--- src/rtl/alu_reg8.sv ---
// rtl/alu_reg8.sv - 16-function ALU with a single registered result
module alu_reg8 #(
  parameter int WIDTH = 8
) (
  input  logic             clk,
  input  logic             rst_n,
  input  logic [WIDTH-1:0] A,
  input  logic [WIDTH-1:0] B,
  input  logic [3:0]       ALU_Sel,
  output logic [WIDTH-1:0] ALU_Out
);

  logic [WIDTH-1:0]   w_result;
  logic [WIDTH-1:0]   w_quot;
  logic [2*WIDTH-1:0] w_prod;

  assign w_prod = A * B;

  // A zero divisor yields all ones instead of relying on simulator/synth behaviour
  assign w_quot = (B == '0) ? {WIDTH{1'b1}} : (A / B);

  always_comb begin
    w_result = '0;
    unique case (ALU_Sel)
      4'h0: w_result = A + B;
      4'h1: w_result = A - B;
      4'h2: w_result = w_prod[WIDTH-1:0];
      4'h3: w_result = w_quot;
      4'h4: w_result = {A[WIDTH-2:0], 1'b0};
      4'h5: w_result = {1'b0, A[WIDTH-1:1]};
      4'h6: w_result = {A[WIDTH-2:0], A[WIDTH-1]};
      4'h7: w_result = {A[0], A[WIDTH-1:1]};
      4'h8: w_result = A & B;
      4'h9: w_result = A | B;
      4'hA: w_result = A ^ B;
      4'hB: w_result = ~(A | B);
      4'hC: w_result = ~(A & B);
      4'hD: w_result = ~(A ^ B);
      4'hE: w_result = {{(WIDTH-1){1'b0}}, (A > B)};
      4'hF: w_result = {{(WIDTH-1){1'b0}}, (A == B)};
      default: w_result = '0;
    endcase
  end

  always_ff @(posedge clk or negedge rst_n) begin
    if (!rst_n) begin
      ALU_Out <= '0;
    end else begin
      ALU_Out <= w_result;
    end
  end

endmodule

--- config.mk ---
export PLATFORM = sky130hd
export DESIGN_NAME = alu_reg8
export DESIGN_NICKNAME = d
export VERILOG_FILES = /design/src/rtl/alu_reg8.sv
export SDC_FILE = /design/constraint.sdc
export NUM_CORES = 1
export LEC_CHECK = 0
export BUFFER_PORTS_ARGS = -buffer_cell sky130_fd_sc_hd__buf_2
export CORE_MARGIN = 3
export CORE_UTILIZATION = 64
export CTS_CLUSTER_SIZE = 14
export DETAILED_ROUTE_END_ITERATION = 12
export PLACE_DENSITY = 0.85
export SETUP_SLACK_MARGIN = 0.2
export SYNTH_ARGS = -nofsm -noshare
export SYNTH_HDL_FRONTEND = slang
export SYNTH_SLANG_ARGS = --single-unit
--- constraint.sdc ---
create_clock -name clk -period 0.8 [get_ports clk]
set_input_delay 0.16 -clock clk [delete_from_list [all_inputs] [get_ports clk]]
set_output_delay 0.16 -clock clk [all_outputs]
set_load 0.02 [all_outputs]
==> results of run 1 <==
## synthesized netlist by cell type, types with 5 or more instances
master,number,area share
xnor2_1,18,0.038
nand3_1,9,0.011
a22oi_1,8,0.015
o211ai_1,6,0.011
mux2i_1,9,0.022
o22ai_1,11,0.017
nor2_1,62,0.056
nor3_1,17,0.021
fa_1,14,0.068
nor2b_1,5,0.0076
o21ai_0,21,0.025
nand2_1,38,0.035
a21o_1,7,0.013
mux2_2,7,0.019
inv_1,53,0.048
ha_1,79,0.24
dfrtp_1,8,0.048
a21oi_1,50,0.061
o21a_1,10,0.018
a211oi_1,9,0.016
buf_1,5,0.0045
xor2_1,15,0.032
and3_1,5,0.0076
clkbuf_1,17,0.015
## metrics by stage
stage | utilization | area [um^2] | instances | hold slack (ns) | TNS (ns)
detailed placement | 0.968 | 5900 | 824 | 0.0201 | -42.99
global placement | 0.968 | 5900 | 824 | 0.00197 | -39.61
floorplan | - | 4400 | 560 | -0.136 | -36.70
## cells by family after synthesis
family | count (synthesis) | share of synthesized area
AO/OA/AOI/OAI | 166 | 0.267
AND/OR/NAND/NOR | 163 | 0.187
adder cells (fa/ha/maj) | 94 | 0.310
buffers and inverters | 79 | 0.0739
XOR/XNOR | 33 | 0.0700
multiplexers | 17 | 0.0445
flip-flops | 8 | 0.0485
==> impl_results.md, run 1 <==
- Number of CTS-inserted buffers: 3
- Root buf cell: clkbuf_8
- Synth cell types: 67
- Gate Count Post-Synth: 560
- CTS resizes: 96
- Synth Net Count: approximately 680
- Seq cells post-synth: 8
- Pre-CTS WS: -9.12 ns
- Post-DP HPWL: about 16000 um
- Routability cong.: approximately 1.1
- Hold buffer count at cts: 1
- Last stage: clock tree synthesis
- Die height: ~86 um
- Ys async rst share: 1.00
- IO Port Bufs: 29
- Initial Utilization: 0.678
- Tool error: [ERROR DPL-0038] Utilization greater than 100%, impossible to legalize
- I/O pins: 30
- Yosys Warn Count: 0
- Sequential share of the synthesized area: 0.0485
- Status: did not finish
- Synthesized area per cell: ~7.4 um^2
- Netlist Area Pre-Place: between 4000 and 5000 um^2
- Longest Clk Path Bufs: 2
- H-tree Lvls: 1
- Post-synth top flop: dfrtp_1
- Die Wd: about 86 um
- EDFF count, synth: 0
- FP Rows: 28
- Clock sink count: 8
- Setup bufs post-CTS: 29
==> inputs of run 2 (changes only) <==
- CORE_UTILIZATION: 64 -> 40
- CTS_CLUSTER_SIZE: 14 -> not set
- PLACE_DENSITY: 0.85 -> not set
- PLACE_DENSITY_LB_ADDON: not set -> 0.15
- SETUP_SLACK_MARGIN: 0.2 -> not set
==> impl_results.md, run 2 <==
- Routability cong.: 0.944 (-15%)
- WL final: roughly 17000 um
- Final setup vio count: 16
- Max reg flops: 8
- Req. time, crit path: ~0.90 ns
- Longest Clk Path Bufs: 2 (unchanged)
- Final Worst Setup Slack: -8.23 ns
- Netlist Area Pre-Place: 4130 um^2 (unchanged)
- Avg Vias per Cell: around 5.6
- Setup crit end kind: register
- Top reg by flops: ALU_Out
- Sequential share of the synthesized area: 0.0485 (unchanged)
- Count leader, synth: ha_1
- EDFF count, synth: 0 (unchanged)
- Post-synth top area share: 0.239 (unchanged)
- DR pass1 iterations: 5
- Layout Cells excl Fill: around 930
- Fillers: just under 800
- Via count of the routed design: 5219
- H-tree Lvls: 1 (unchanged)
- Synth Net Count: 675 (unchanged)
- Final Cycle Share: 11.3
- IO Port Bufs: 29 (unchanged)
- Slowest-stage cell, CP: o311a_4
- Crit path max fanout: 7
- Crit path time final: about 9 ns
- Post-synth top flop: dfrtp_1
- Type of the worst setup path: input pin to register
- Initial antenna violation count: 0
- Share of cells above drive strength 1: 0.465
- DR WL/cell: about 18 um
- Static Leakage: ~3.3 nW
- Seq cells post-synth: 8 (unchanged)
- Status: finished, violations left
- WHS: 0.296 ns
- Ys async rst share: 1.00 (unchanged)
- CP peak stage delay: between 0.3 and 0.4 ns
- Post-DRT Antenna Nets: 0
- Layout Nets: between 900 and 1000
- Top cells by area, synth: ha_1, fa_1, a21oi_1, nor2_1, dfrtp_1
- RSZ-0062 raised after global routing: yes
- Crit path top cell by count: ha_4
- Overflow after GRT: 0
- I/O pins: 30 (unchanged)
- First-pass GRT wire length: ~26000 um
- Number of CTS-inserted buffers: 3 (unchanged)
- Initial DRC count: around 330
- Max Slew Vio Count: 0
- Max-cap violations: 0
- Commonest cells in the netlist: ha_1, nor2_1, inv_1
- FP Rows: 36 (+29%)
- Clock sink count: 8 (unchanged)
- Vias in the first global route: 5134
- Die Wd: 108 um (+25%)
- Worst-Margin Slew: around 0.45 ns
- Synth cell types: 67 (unchanged)
- Leading area contributor after synthesis: ha_1
- Initial Utilization: 0.417 (-0.261)
- Peak supply drop: about 0.65 mV
- Slew HR: 0.697
- Commonest non-fill, non-tap cell in the layout: buf_4
- Setup crit start: B[6]
- Placeable Area: ~9900 um^2
- Final Hold Vio Count: 0
- Startpoint Class: input pin
- CTS tree: yes
- Synthesized area per cell: 7.38 um^2 (unchanged)
- Post-route setup TNS: -39.25 ns
- Antenna Cells: 0
- Die Area: about 12000 um^2
- Core Util, Final: 0.698
- Yosys Warn Count: 0 (unchanged)
- Post-DP HPWL: 13100 um (-18%)
- HP Class: input pin to asynchronous set/reset pin
- Area grow syn2layout: 67.4%
- Gate Count Post-Synth: 560 (unchanged)
- Largest net degree at the start of global routing: 22
- Fmax: about 110 MHz
- Worst-path clk slew: 0.04 ns
- Pwr per Cell Area: roughly 1100 nW/um^2
- Arrival time at the worst endpoint: 9.13 ns
- Post-route DRC: 0
- Tot GR Track Use: 0.289
- Die height: 108 um (+25%)
- Biggest regs: ALU_Out x8
- Failing checks: setup timing
- Root buf cell: clkbuf_8
- Cells after DPL: 891 (+8.1%)
- Highest-count cells in the layout ignoring fill and taps: buf_4, ha_1, nor2_1
-- run 2: cell counts after synthesis --
Identical to the previous run, type by type.
-- run 2: worst paths after layout --
kind | to
worst min-delay path | ALU_Out[4]$_DFF_PN0_
min in group clk | ALU_Out[6]$_DFF_PN0_
worst max-delay path | ALU_Out[0]$_DFF_PN0_
max in group asynchronous | ALU_Out[0]$_DFF_PN0_
-- run 2: stage by stage --
stage	area, um^2	setup slack [ns]	power (W)
2_1_floorplan	4400	-8.28	0.00373
3_3_place_gp	6060	-8.62	0.00581
3_5_place_dp	6060	-8.91	0.00593
4_1_cts	6650	-8.15	0.00695
5_1_grt	6910	-8.74	0.00789
6_report	6910	-8.23	0.00728
-- run 2: what timing repair did --
item | 4_1_cts | 5_1_grt
setup buffers | 26 | 9
hold endpoints to repair | 8 | 0
gates resized for setup | 80 | 38
setup endpoints to repair | 16 | 16
hold buffers | 1 | 0
pin swaps | 47 | 38
-- run 2: cell type report --
class / instances / area [um^2] / area share
repair buffers: 257 / 2020 / 0.292
multi-input cells: 473 / 4270 / 0.617
inverters: 55 / 225 / 0.0326
well taps: 133 / 166 / 0.0241
clock buffers: 3 / 41.3 / 0.00597
flip-flops and latches: 8 / 200 / 0.0290
-- run 2: logic make-up (layout without fill, tap and decap cells) --
group           count (synthesis)  in the layout  synth area share
compound gates                166            166             0.267
buf+inv                        79            315            0.0739
xor+xnor                       33             33            0.0700
flops                           8              8            0.0485
simple gates                  163            163             0.187
mux                            17             17            0.0445
fa+ha+maj                      94             94             0.310
-- run 2: worst max-delay path, delay by kind of cell --
kind | cells | cell delay, ns
compound gates | 23 | 4.10
fa+ha+maj | 7 | 1.67
simple gates | 9 | 1.58
mux | 4 | 1.35
buf+inv | 2 | 0.28
-- run 2: layer usage --
metal | track usage | wire [um] | vias up
met2 | 0.512 | 8390 | 207
met1 | 0.355 | 6990 | 2470
met5 | 0 | 0 | -
li1 | - | - | 2496
met4 | 0.115 | 646 | 0
met3 | 0.0318 | 1000 | 46
-- run 2: power breakdown --
part / total, W / switching [W] / leakage, nW / internal [W]
Sequential: 0.000503 / 0.0000289 / 0.0990 / 0.000474
Clock: 0.000471 / 0.000147 / 0.0216 / 0.000325
Combinational: 0.00631 / 0.00306 / 3.17 / 0.00325
Total: 0.00728 / 0.00323 / 3.29 / 0.00405
Power figures use the tool's default switching activity.
